<file path="config.mk">
export PLATFORM = sky130hd
export DESIGN_NAME = train_scheduler
export DESIGN_NICKNAME = d
export VERILOG_FILES = /design/src/rtl/train_scheduler.sv
export SDC_FILE = /design/constraint.sdc
export NUM_CORES = 1
export LEC_CHECK = 0
export CELL_PAD_IN_SITES_DETAIL_PLACEMENT = 1
export CELL_PAD_IN_SITES_GLOBAL_PLACEMENT = 2
export CORE_UTILIZATION = 33
export DETAILED_ROUTE_END_ITERATION = 7
export PLACE_DENSITY = 0.84
export SETUP_SLACK_MARGIN = 0.4
export SLEW_MARGIN = 20
export SYNTH_ARGS = -nofsm -noshare
export SYNTH_HDL_FRONTEND = slang
export SYNTH_SLANG_ARGS = --single-unit
</file>
<file path="constraint.sdc">
create_clock -name iCLK -period 5.6 [get_ports iCLK]
set_clock_uncertainty 0.05 [all_clocks]
set_input_delay 1.12 -clock iCLK [delete_from_list [all_inputs] [get_ports iCLK]]
set_output_delay 1.12 -clock iCLK [all_outputs]
set_load 0.02 [all_outputs]
</file>
<file path="src/rtl/train_scheduler.sv">
// Epoch/sample sequencer for the bias-weight update datapath: gates Delta1, drains in-flight
// updates at epoch boundaries, then runs a test pass. Define LR_DECAY_EN to halve oLR per epoch.
module train_scheduler #(
  parameter int unsigned WF         = 8,
  parameter int unsigned NS         = 16,
  parameter int unsigned NE         = 8,
  parameter int unsigned NF         = 4,
  parameter int unsigned LR_MIN     = 1,
  parameter logic        MODE_TRAIN = 1'b0,
  parameter logic        MODE_TEST  = 1'b1
) (
  input  logic          iCLK,
  input  logic          iRST,
  input  logic          iStart,
  input  logic [NE-1:0] iEpochs,
  input  logic [NS-1:0] iSamples,
  input  logic [WF-1:0] iLR0,
  input  logic          iValid_Delta,
  input  logic          iReady_Delta,
  input  logic          iValid_State,
  input  logic          iReady_State,
  input  logic          iValid_Weight,
  input  logic          iReady_Weight,
  output logic          oMode,
  output logic [WF-1:0] oLR,
  output logic          oGate,
  output logic [NE-1:0] oEpoch,
  output logic          oBusy,
  output logic          oDone,
  output logic          oErr
);

  typedef enum logic [2:0] {StIdle, StTrain, StDrain, StTest, StDone} state_e;

  state_e        state_q;
  logic [NS-1:0] samples_q;
  logic [NS-1:0] sample_cnt_q;
  logic [NE-1:0] epochs_q;
  logic [NF-1:0] inflight_q;
  logic [WF-1:0] lr_decay;

  logic dacc, wacc, sacc;
  logic start_acc, inflight_zero, inflight_full, err_ev;
  logic last_sample, last_epoch;

  assign oGate = (state_q == StTrain);
  assign oMode = (state_q == StTrain || state_q == StDrain) ? MODE_TRAIN : MODE_TEST;
  assign oBusy = (state_q == StTrain || state_q == StDrain || state_q == StTest);
  assign oDone = (state_q == StDone);

  assign dacc = iValid_Delta & iReady_Delta & oGate;
  assign wacc = iValid_Weight & iReady_Weight;
  assign sacc = iValid_State & iReady_State;

  assign start_acc     = iStart & (state_q == StIdle || state_q == StDone);
  assign inflight_zero = (inflight_q == '0);
  assign inflight_full = &inflight_q;
  // Underflow or overflow of the in-flight tracker means the handshake monitors disagree.
  assign err_ev        = (wacc & ~dacc & inflight_zero) | (dacc & ~wacc & inflight_full);
  assign last_sample   = ((sample_cnt_q + NS'(1)) == samples_q);
  assign last_epoch    = ((oEpoch + NE'(1)) == epochs_q);

`ifdef LR_DECAY_EN
  localparam logic [WF-1:0] LrMin = WF'(LR_MIN);

  always_comb begin
    lr_decay = oLR;
    if (oLR >= LrMin) begin
      lr_decay = ((oLR >> 1) > LrMin) ? (oLR >> 1) : LrMin;
    end
  end
`else
  assign lr_decay = oLR;
`endif

  always_ff @(posedge iCLK) begin
    if (iRST) begin
      inflight_q <= '0;
      oErr       <= 1'b0;
    end else begin
      if (dacc && !wacc && !inflight_full) begin
        inflight_q <= inflight_q + NF'(1);
      end else if (wacc && !dacc && !inflight_zero) begin
        inflight_q <= inflight_q - NF'(1);
      end
      if (err_ev) begin
        oErr <= 1'b1;
      end else if (start_acc) begin
        oErr <= 1'b0;
      end
    end
  end

  always_ff @(posedge iCLK) begin
    if (iRST) begin
      state_q      <= StIdle;
      samples_q    <= '0;
      epochs_q     <= '0;
      sample_cnt_q <= '0;
      oLR          <= '0;
      oEpoch       <= '0;
    end else begin
      unique case (state_q)
        StIdle, StDone: begin
          if (iStart) begin
            epochs_q     <= iEpochs;
            samples_q    <= iSamples;
            oLR          <= iLR0;
            sample_cnt_q <= '0;
            oEpoch       <= '0;
            state_q      <= (iEpochs == '0) ? StTest : StTrain;
          end
        end
        StTrain: begin
          if (samples_q == '0) begin
            state_q <= StDrain;
          end else if (dacc) begin
            sample_cnt_q <= sample_cnt_q + NS'(1);
            if (last_sample) state_q <= StDrain;
          end
        end
        StDrain: begin
          if (inflight_zero) begin
            oEpoch       <= oEpoch + NE'(1);
            sample_cnt_q <= '0;
            oLR          <= lr_decay;
            state_q      <= last_epoch ? StTest : StTrain;
          end
        end
        StTest: begin
          if (samples_q == '0) begin
            state_q <= StDone;
          end else if (sacc) begin
            sample_cnt_q <= sample_cnt_q + NS'(1);
            if (last_sample) state_q <= StDone;
          end
        end
        default: state_q <= StIdle;
      endcase
    end
  end

endmodule

</file>
==> results of run 1 <==
==> registers in the layout (all words and copies together) (netlist names) <==
signal,count
oEpoch,8
state_q,3
samples_q,16
epochs_q,8
oLR,8
sample_cnt_q,16
inflight_q,4
oErr,1
==> cells in the mapped netlist, drive strengths merged (2+ instances only) <==
cell,count,share of area
a2111oi,2,0.0067
a21o,2,0.0042
a21oi,58,0.082
a22oi,3,0.0064
a31oi,7,0.012
and2,5,0.0088
and3,6,0.011
and4,3,0.0081
buf,8,0.011
clkbuf,18,0.019
dfxtp,64,0.36
ha,4,0.014
mux2i,4,0.011
nand2,83,0.088
nand2b,2,0.0035
nand3,13,0.020
nand3b,9,0.019
nand4,12,0.025
nand4b,3,0.0074
nor2,36,0.042
nor2b,3,0.0053
nor3,6,0.0085
nor4,12,0.035
o21ai,22,0.031
o22a,2,0.0050
o31ai,2,0.0042
or2,2,0.0035
or3,5,0.0088
or4,2,0.0042
xnor2,25,0.062
xor2,14,0.035
==> layer usage <==
layer | part of all wire | track usage
met4 | 0.013 | 0.0774
met1 | 0.48 | 0.274
met3 | 0.031 | 0.0371
met5 | 0 | 0
met2 | 0.47 | 0.321
==> layout make-up <==
| cell class | instances | area share |
|---|---|---|
| Multi-Input combinational cell | 359 | 0.481 |
| Tap cell | 136 | 0.0382 |
| Inverter | 1 | 0.000843 |
| Clock buffer | 11 | 0.0317 |
| Sequential cell | 64 | 0.288 |
| Timing Repair Buffer | 65 | 0.143 |
| Clock inverter | 5 | 0.0180 |
==> power groups by stage <==
stage	registers, mW	clock network [mW]	logic (mW)
global placement	0.566	0	0.417
detailed placement	0.569	0	0.427
finish	0.559	0.460	0.423
floorplan	0.556	0	0.281
global route	0.567	0.487	0.469
CTS	0.558	0.466	0.429
==> metrics by stage <==
stage	worst slack, ns	power (mW)	cells	utilization
6_report	2.21	1.44	641	0.430
5_1_grt	2.05	1.52	641	0.430
4_1_cts	2.24	1.45	641	0.430
3_5_place_dp	1.86	0.995	625	0.408
3_3_place_gp	1.95	0.983	625	0.408
2_1_floorplan	2.59	0.836	450	-
==> layout by cell type, fill, tap and decap left out, types with 3 or more instances in the layout <==
cell type	instances
and2_1	5
o21ai_0	20
a31oi_1	7
or3_1	5
nor4_2	3
buf_4	4
nor2_1	33
nand2_1	83
clkdlybuf4s50_1	60
nor3_1	6
nand3b_1	9
nor4_1	7
dfxtp_1	64
a21oi_1	58
xor2_1	14
mux2i_1	4
clkbuf_8	10
nand4_1	11
a22oi_1	3
nand3_1	12
and3_1	6
xnor2_1	25
ha_1	4
nand4b_1	3
nor2b_1	3
==> cell families (layout without fill, tap and decap cells) <==
group,after synthesis,in the layout,synth area share
AND/OR/NAND/NOR,203,203,0.301
AO/OA/AOI/OAI,108,108,0.177
flip-flops,64,64,0.362
XOR/XNOR,39,39,0.0966
buffers and inverters,27,82,0.0315
adder cells (fa/ha/maj),5,5,0.0198
multiplexers,4,4,0.0113
==> final timing paths <==
check	start	endpoint	depth (start not counted)
max	iValid_Delta	inflight_q[3]	10
min	oLR[7]	oLR[7]	2
max reg2reg	state_q[0]	inflight_q[3]	10
min reg2reg	oLR[7]	oLR[7]	2
==> worst max-delay path, stage by stage <==
cell             delay, ns
clkdlybuf4s50_1       0.46
nand2_1               0.12
a2111oi_0             0.50
nand2_1               0.27
ha_1                  0.34
a21o_1                0.17
a21oi_1               0.17
mux2i_1               0.23
xnor2_1               0.13
nor2_1                0.05
==> metrics.sh, run 1 <==
SEQUENTIALPOWERSHARE=0.388
SYNTH_EDF_COUNT=0
SW_FRAC_OF_TOTAL=0.348
POWER_PER_CELL_AREA_nW_PER_UM2=324
COMBINED_AREA_OF_THE_MULTI_INPUT_LOGIC_CELLS_UM2=2140
CORE_REGION_AREA_UM2=10400
YOSYS_WARNINGS=0
FINAL-SEQ-AREA_UM2=1280
POST_CTS_BUFFERS=0
NFILLCELLS=1281
FLOORPLAN.DIE.HEIGHT_UM=105
STARTING_DENSITY_OF_THE_CORE=0.341
CTS.HOLD.BUFFERS_ADDED=0
FINAL_CELL_AREA_UM2=4450
GLOBAL_PLACER_S_FINAL_WEIGHTED_CONGESTION=0.784
POSTROUTEWIRELENGTH_UM=11000
VDD_IR_DROP_MAX_uV=152
FIRST_GLOBAL_VIAS=3418
AVGROUTEDWIREPERCELL_UM=17.1
DRT_DRC_VIOLATIONS_LEFT=0
CLOCK.FMAX_GHz=0.295
POST_SYNTH_NUM_CELL_TYPES=53
GLOBAL_ROUTE_WIRE_LENGTH_BEFORE_REPAIR_UM=17600
CRITPATHARRIVALTIME_NS=3.56
SYN_TO_FINAL_GROWTH_PCT=26.0
WORST_EP_REQUIRED_TIME_NS=5.77
POST_SYNTH_INSTANCE_AREA_UM2=3530
INSERTEDDIODECOUNT=0
CTS_TREE='built'
PATH_CLASS='primary input to register'
DRIVE_GT1_FRAC=0.0713
DIE-WIDTH_UM=105
FINAL_MAX_SLEW_VIOL_COUNT=0
CLOCK_SINK_COUNT=64
PORT_BUFFERS=61
PERIOD_SHARE=0.605
ANTENNA_FOUND_INITIAL=0
CTS.ROOT.BUFFER_CELL='clkbuf_8'
ROWS=37
CLKLATENCYLATEPIN_NS=0.35
DIE_AREA_UM2=11100
POST_DP_CELL_AREA_UM2=4230
SYNTH.FF_LATCH_COUNT=64
HTREE_NUM_LEVELS=3
WHS_NS=0.406
SEQUENTIAL_ELEMENT_SHARE_OF_THE_SYNTHESIZED_AREA=0.362
P_LEAK_nW=1.59
GRT_REMAINING_OVERFLOW=0
DP_HPWL_UM=7850
SETUP_REPAIR_AFTER_GLOBAL_ROUTING_MISSED_ITS_MARGIN='false'
ROUTED-VIA-COUNT=3430
SYNTH_FP_NETS=496
GRT_MAX_DEGREE=42
DRTITER0DRC=123
POST_SYNTH.CELL_AREA_AVG_UM2=7.85
CRITICAL_PATH_PEAK_FANOUT=6
CTS_REPAIR_RESIZE_COUNT=0
NETS=546
SLEW_HEADROOM=0.397
SETUP.WORST_PATH.START_CLASS='primary input'
SORT_OF_ELEMENT_AT_THE_END_OF_THE_CRITICAL_PATH='register'
REG2REG_SETUP_SLACK_NS=2.65
MIN-DELAY-PATH-CLASS='register to register'
INTERNAL-POWER_mW=0.940
COMB_POWER_SHARE=0.294
RESULT_OF_THE_RUN='finished clean'
ASYNC_FLOP_SHARE=0
CTSLONGESTPATHBUFFERS=2
HOLD_VIOL_FINAL=0
SETUP_VIOL=0
WORST-SLEW-PIN-TRANSITION_NS=0.897
POWER.SHARE.CLOCK=0.319
MAX_CAP_VIOL_COUNT=0
CLK_PIN_SLEW_NS=0.08
TIMING.SETUP.TNS_NS=0
DRT.ANTENNA.VIOLATING_NETS=0
SYNTH-MAIN-FF-CELL='dfxtp_1'
POWER.NET_SWITCHING_mW=0.502
NETLIST_INSTANCES=450
MIN_PERIOD_NS=3.39
GRT_UTIL_ALL_LAYERS=0.203
FIRSTDRTPASSITERS=4
NUM_IO_PINS=62
INSERTED_CLOCK_BUFFERS=9
POST_DRT_VIA_CELL_RATIO=5.35
Note: power is estimated with default switching activity, not from simulation.
==> run 2: changes to the inputs <==
--- a/config.mk
+++ b/config.mk
@@ -7,9 +7,9 @@
 export LEC_CHECK = 0
 export CELL_PAD_IN_SITES_DETAIL_PLACEMENT = 1
 export CELL_PAD_IN_SITES_GLOBAL_PLACEMENT = 2
-export CORE_UTILIZATION = 33
+export CORE_UTILIZATION = 31
 export DETAILED_ROUTE_END_ITERATION = 7
-export PLACE_DENSITY = 0.84
+export PLACE_DENSITY = 0.8
 export SETUP_SLACK_MARGIN = 0.4
 export SLEW_MARGIN = 20
 export SYNTH_ARGS = -nofsm -noshare
==> constraint.sdc (replaced) <==
create_clock -name iCLK -period 3.5 [get_ports iCLK]
set_clock_uncertainty 0.05 [all_clocks]
set_input_delay 0.7 -clock iCLK [delete_from_list [all_inputs] [get_ports iCLK]]
set_output_delay 0.7 -clock iCLK [all_outputs]
set_load 0.02 [all_outputs]
==> run 2 against run 1 <==
  * Largest cell class unchanged
  * Routed wire length decreased by 0.58%
  * Sequential cell count unchanged
  * Via count rose by 0.35%
  * Sequential power increased by 59%
  * Highest routed layer unchanged
==> metrics.sh, run 2 (synthesis results as in run 1) <==
CTS.ROOT.BUFFER_CELL='clkbuf_16'
CLKLATENCYLATEPIN_NS=0.33
DIE_AREA_UM2=11800
WHS_NS=0.409
GLOBAL_PLACER_S_FINAL_WEIGHTED_CONGESTION=0.848
COMMONEST_CELLS_AFTER_ROUTING_FILL_AND_TAPS_ASIDE='83 x nand2_1, 64 x dfxtp_1, 60 x clkdlybuf4s50_1, 58 x a21oi_1, 33 x nor2_1'
NETS=549
MAX_CAP_VIOL_COUNT=0
CLK_PIN_SLEW_NS=0.06
ROUTED-VIA-COUNT=3442
CRITPATHARRIVALTIME_NS=2.92
POWER_PER_CELL_AREA_nW_PER_UM2=535
TIMING.SETUP.TNS_NS=0
INSERTEDDIODECOUNT=0
AVGROUTEDWIREPERCELL_UM=16.8
HOLD_VIOL_FINAL=0
SLEW_HEADROOM=0.454
RESULT_OF_THE_RUN='finished clean'
FIN_TOTAL_PWR_mW=2.43
TIMING.CRITICAL_PATH.SLOWEST_CELL_DELAY_NS=0.45
WORST-SLEW-PIN-TRANSITION_NS=0.819
CTS_TREE='built'
CLOCK_SINK_COUNT=64
CLOCK.FMAX_GHz=0.359
SETUP_VIOL=0
MIN_PERIOD_NS=2.79
FIN_WS_NS=0.711
SYN_TO_FINAL_GROWTH_PCT=28.4
POST_CTS_BUFFERS=0
FLOORPLAN.DIE.HEIGHT_UM=109
STARTPOINT_OF_THE_MOST_CRITICAL_REGISTER_TO_REGISTER_PATH='sample_cnt_q[1]'
MOST_NUMEROUS_CELL_ON_THE_CRITICAL_PATH='nand2_1'
POST_DRT_VIA_CELL_RATIO=5.31
CORE_REGION_AREA_UM2=11000
FINAL_UTIL=0.413
NUM_IO_PINS=62
MIN-DELAY-PATH-CLASS='register to register'
STARTING_DENSITY_OF_THE_CORE=0.322
TIMING.CRITICAL_PATH.BUF_INV=2
PRE_CTS_WS_NS=0.277
MIN_FROM='oLR[0]'
ANTENNA_FOUND_INITIAL=0
DRT.ANTENNA.VIOLATING_NETS=0
CTSLONGESTPATHBUFFERS=2
WORST_EP_REQUIRED_TIME_NS=3.63
PATH_CLASS='primary input to register'
DRT_DRC_VIOLATIONS_LEFT=0
CRIT_PATH_TOP_DELAY_CELL='clkdlybuf4s50_1'
TIMING.CRITICAL_PATH.MAX_DELAY_FAMILY='buffers and inverters'
LARGEST_REGISTERS='sample_cnt_q x16, samples_q x16'
INSERTED_CLOCK_BUFFERS=9
CTS.HOLD.BUFFERS_ADDED=0
GLOBAL_ROUTE_WIRE_LENGTH_BEFORE_REPAIR_UM=18300
DRIVE_GT1_FRAC=0.0807
SORT_OF_ELEMENT_AT_THE_END_OF_THE_CRITICAL_PATH='register'
WORSTSETUPSTARTPOINT='iValid_Delta'
GRT_MAX_DEGREE=42
ROWS=38
COMMONEST_NON_FILL_NON_TAP_CELL_IN_THE_LAYOUT='nand2_1'
DRTITER0DRC=209
FINAL_MAX_SLEW_VIOL_COUNT=0
P_LEAK_nW=1.62
VDD_IR_DROP_MAX_uV=230
GRT_UTIL_ALL_LAYERS=0.201
CRITICAL_PATH_PEAK_FANOUT=5
SETUP.WORST_PATH.START_CLASS='primary input'
DP_HPWL_UM=7860
WORSTPATHCELLLIST='clkdlybuf4s50_1 -> nand2_1 -> a2111oi_1 -> nand2_1 -> buf_4 -> ha_1 -> a21oi_1 -> mux2i_1 -> xnor2_1 -> nor2_1'
FIRSTDRTPASSITERS=4
PORT_BUFFERS=61
GRT_REMAINING_OVERFLOW=0
FIRST_GLOBAL_VIAS=3585
HTREE_NUM_LEVELS=3
SETUP_REPAIR_AFTER_GLOBAL_ROUTING_MISSED_ITS_MARGIN='false'
DIE-WIDTH_UM=109
PERIOD_SHARE=0.797
POSTROUTEWIRELENGTH_UM=10900
[run 2: changes by cell type in the layout (fill, tap and decap cells not counted), sizes merged]
cell    change
buf         +3
bufinv      -2
clkbuf      -2
clkinv      +3
inv         +1
[run 2: final cells by class]
type | instances | area, um2
inverters | 1 | 3.75
multi-input cells | 359 | 2150
fillers | 1318 | 6450
clock inverters | 7 | 47.5
flip-flops and latches | 64 | 1280
well taps | 140 | 175
repair buffers | 68 | 658
clock buffers | 9 | 225
[run 2: what timing repair did]
| action | CTS | global route |
|---|---|---|
| setup endpoints to repair | 0 | 2 |
| resized for setup | 0 | 2 |
| hold endpoints to repair | 0 | 0 |
[run 2: worst register-to-register path: cells and delay by family, from the launching register on]
kind	cells	cell delay (ns)
flip-flops	1	0.47
AND/OR/NAND/NOR	4	1.07
AO/OA/AOI/OAI	2	0.59
adder cells (fa/ha/maj)	1	0.36
XOR/XNOR	1	0.15
[run 2: power by group]
part / leakage [nW] / internal, mW / switching (mW) / total [mW]
combinational: 0.972 / 0.297 / 0.404 / 0.701
clock: 0.132 / 0.479 / 0.360 / 0.839
sequential: 0.521 / 0.796 / 0.0906 / 0.887
total: 1.62 / 1.57 / 0.855 / 2.43
[run 2: per-layer routing]
metal	track usage	share of wire
met5	0	0
met4	0.0608	0.012
met3	0.0395	0.037
met2	0.307	0.45
met1	0.283	0.50
[run 2: path summary, 6_finish.rpt]
kind	end	slack (ns)	depth (start not counted)
worst max-delay path	inflight_q[3]	0.71	10
worst min-delay path	oLR[0]	0.41	2
worst max register to register	state_q[1]	0.72	8
worst min register to register	oLR[0]	0.41	2
[run 2: metrics by stage]
| step | cells | area [um2] |
|---|---|---|
| 2_1_floorplan | 450 | 3530 |
| 3_3_place_gp | 632 | 4260 |
| 3_5_place_dp | 632 | 4260 |
| 4_1_cts | 648 | 4530 |
| 5_1_grt | 648 | 4540 |
| 6_report | 648 | 4540 |
==> run 3: changes to the inputs <==
--- a/config.mk
+++ b/config.mk
@@ -7,9 +7,9 @@
 export LEC_CHECK = 0
 export CELL_PAD_IN_SITES_DETAIL_PLACEMENT = 1
 export CELL_PAD_IN_SITES_GLOBAL_PLACEMENT = 2
-export CORE_UTILIZATION = 31
+export CORE_UTILIZATION = 28
 export DETAILED_ROUTE_END_ITERATION = 7
-export PLACE_DENSITY = 0.8
+export PLACE_DENSITY = 0.76
 export SETUP_SLACK_MARGIN = 0.4
 export SLEW_MARGIN = 20
 export SYNTH_ARGS = -nofsm -noshare
==> constraint.sdc (replaced) <==
create_clock -name iCLK -period 2.4 [get_ports iCLK]
set_clock_uncertainty 0.05 [all_clocks]
set_input_delay 0.48 -clock iCLK [delete_from_list [all_inputs] [get_ports iCLK]]
set_output_delay 0.48 -clock iCLK [all_outputs]
set_load 0.02 [all_outputs]
==> run 3 against run 2 <==
  * Die area grew 11%
  * Critical path depth shrank 2
  * Utilization increased by 3.8 points
  * Largest power group is now combinational logic
  * Clock power is 66% higher
  * Register-to-register slack worse by 0.62 ns
  * Sequential share of layout area fell by 4.0 points
  * Cell count rose by 14%
  * Combinational power up 110%
  * Power increased by 70%
  * Largest cell class unchanged
  * First-iteration DRC count decreased by 44%
  * Sequential power up 45%
  * Worst setup slack got worse by 0.61 ns
==> metrics.sh, run 3 (synthesis results as in run 1) <==
CLK_PIN_SLEW_NS=0.06
ANTENNA_FOUND_INITIAL=0
AVGROUTEDWIREPERCELL_UM=16.8
MAX_CAP_VIOL_COUNT=0
POWER_PER_CELL_AREA_nW_PER_UM2=754
POST_DRT_VIA_CELL_RATIO=5.11
WHS_ENDPOINT='oLR[3]'
DIE-WIDTH_UM=114
NFILLCELLS=1432
FINAL_UTIL=0.451
HOLD_VIOL_FINAL=0
DRTITER0DRC=117
MIN_FROM='oLR[3]'
P_LEAK_nW=2.07
NETS=611
WORST-SLEW-PIN-TRANSITION_NS=0.545
REG2REG_DEPTH=8
LARGEST_REGISTERS='sample_cnt_q x16, samples_q x16'
INSERTEDDIODECOUNT=0
CLOCK_SINK_COUNT=64
STARTING_DENSITY_OF_THE_CORE=0.291
CTSLONGESTPATHBUFFERS=2
SETUP.WORST_PATH.START_CLASS='register'
PATH_CLASS='register to register'
GRT_REMAINING_OVERFLOW=0
WHS_PATH_DEPTH=2
DRT.ANTENNA.VIOLATING_NETS=0
COMMONEST_CELLS_AFTER_ROUTING_FILL_AND_TAPS_ASIDE='79 x nand2_1, 58 x buf_4, 54 x a21oi_1, 51 x clkdlybuf4s50_1, 42 x dfxtp_1'
WORST_EP_REQUIRED_TIME_NS=2.56
POST-PLACE-CELLS=688
NUM_IO_PINS=62
CLOCK.FMAX_GHz=0.435
DP_HPWL_UM=8340
SETUP_VIOL=0
ROWS=40
CRITICAL_PATH_PEAK_FANOUT=5
FINAL_MAX_SLEW_VIOL_COUNT=0
POSTROUTEWIRELENGTH_UM=12400
SLEW_HEADROOM=0.633
CTS.ROOT.BUFFER_CELL='clkbuf_16'
VDD_IR_DROP_MAX_uV=272
GLOBAL_ROUTE_WIRE_LENGTH_BEFORE_REPAIR_UM=19600
RESULT_OF_THE_RUN='finished clean'
RR_ENDPOINT='state_q[0]'
GRT_MAX_DEGREE=59
SETUP_REPAIR_AFTER_GLOBAL_ROUTING_MISSED_ITS_MARGIN='true'
CORE_REGION_AREA_UM2=12200
WHS_NS=0.407
REG2REG_SETUP_SLACK_NS=0.1
DRIVE_GT1_FRAC=0.300
DIE_AREA_UM2=13100
INSERTED_CLOCK_BUFFERS=9
COMBINED_AREA_OF_THE_MULTI_INPUT_LOGIC_CELLS_UM2=2460
MIN_PERIOD_NS=2.30
WORSTSETUPSTARTPOINT='sample_cnt_q[0]'
COMMONEST_NON_FILL_NON_TAP_CELL_IN_THE_LAYOUT='nand2_1'
FIRSTDRTPASSITERS=4
STARTPOINT_OF_THE_MOST_CRITICAL_REGISTER_TO_REGISTER_PATH='sample_cnt_q[0]'
CLKLATENCYLATEPIN_NS=0.33
ROUTED-VIA-COUNT=3769
GLOBAL_PLACER_S_FINAL_WEIGHTED_CONGESTION=0.794
GRT_UTIL_ALL_LAYERS=0.195
PORT_BUFFERS=61
MIN-DELAY-PATH-CLASS='register to register'
FLOORPLAN.DIE.HEIGHT_UM=114
PERIOD_SHARE=0.958
FIRST_GLOBAL_VIAS=3893
CRITPATHARRIVALTIME_NS=2.46
HTREE_NUM_LEVELS=3
FINAL-SEQ-AREA_UM2=1330
DRT_DRC_VIOLATIONS_LEFT=0
FINALNONFILLERCELLS=738
CTS_TREE='built'
SORT_OF_ELEMENT_AT_THE_END_OF_THE_CRITICAL_PATH='register'
SYN_TO_FINAL_GROWTH_PCT=55.3
[run 3: layout make-up]
class / count / area share
Multi-Input combinational cell: 359 / 0.447
Sequential cell: 64 / 0.242
Timing Repair Buffer: 130 / 0.213
Clock buffer: 12 / 0.0486
Tap cell: 168 / 0.0383
Clock inverter: 4 / 0.00935
Inverter: 1 / 0.00114
[run 3: layer usage]
layer / track usage / up-vias / routed length [um]
met5: 0 / - / 0
met4: 0.0935 / 0 / 303
met3: 0.0418 / 21 / 430
met2: 0.321 / 58 / 6030
met1: 0.241 / 1859 / 5600
li1: - / 1831 / -
[run 3: worst max-delay path, cell delays in order, from the launching register on]
cell     delay, ns
dfxtp_4       0.38
ha_4          0.18
and3_4        0.22
nand4_1       0.19
xnor2_1       0.21
nand4_1       0.14
nor3_4        0.36
a31oi_4       0.14
o31a_1        0.31
[run 3: power by group]
part | switching (mW) | internal (mW)
clock | 0.504 | 0.889
combinational | 0.760 | 0.694
sequential | 0.122 | 1.17
total | 1.39 | 2.75
[run 3: how the worst max path moves through the flow]
| stage | to | slack [ns] | cells past startpoint |
|---|---|---|---|
| after global routing | state_q[0] | 0.009 | 8 |
| final | state_q[0] | 0.1 | 8 |
| after CTS | state_q[0] | 0.21 | 8 |
| after floorplan | inflight_q[3] | 0.29 | 10 |
| after global placement | inflight_q[3] | -0.21 | 9 |
| after detailed placement | inflight_q[3] | -0.25 | 9 |
[run 3: what timing repair did]
| action | in CTS | in global routing |
|---|---|---|
| hold endpoints to repair | 0 | 0 |
| setup endpoints to repair | 27 | 25 |
| resized for setup | 60 | 47 |
| gates cloned | 0 | 0 |
| pin swaps | 25 | 33 |
| setup buffers | 17 | 17 |
| hold buffers | 0 | 0 |
[run 3: metrics by stage]
| step | power (mW) | setup TNS [ns] | setup slack [ns] | cell area, um2 |
|---|---|---|---|---|
| 2_1_floorplan | 1.99 | 0 | 0.295 | 3650 |
| 3_3_place_gp | 2.45 | -0.378 | -0.207 | 4640 |
| 3_5_place_dp | 2.49 | -0.712 | -0.247 | 4640 |
| 4_1_cts | 4.00 | 0 | 0.210 | 5240 |
| 5_1_grt | 4.35 | 0 | 0.00912 | 5490 |
| 6_report | 4.14 | 0 | 0.0998 | 5490 |
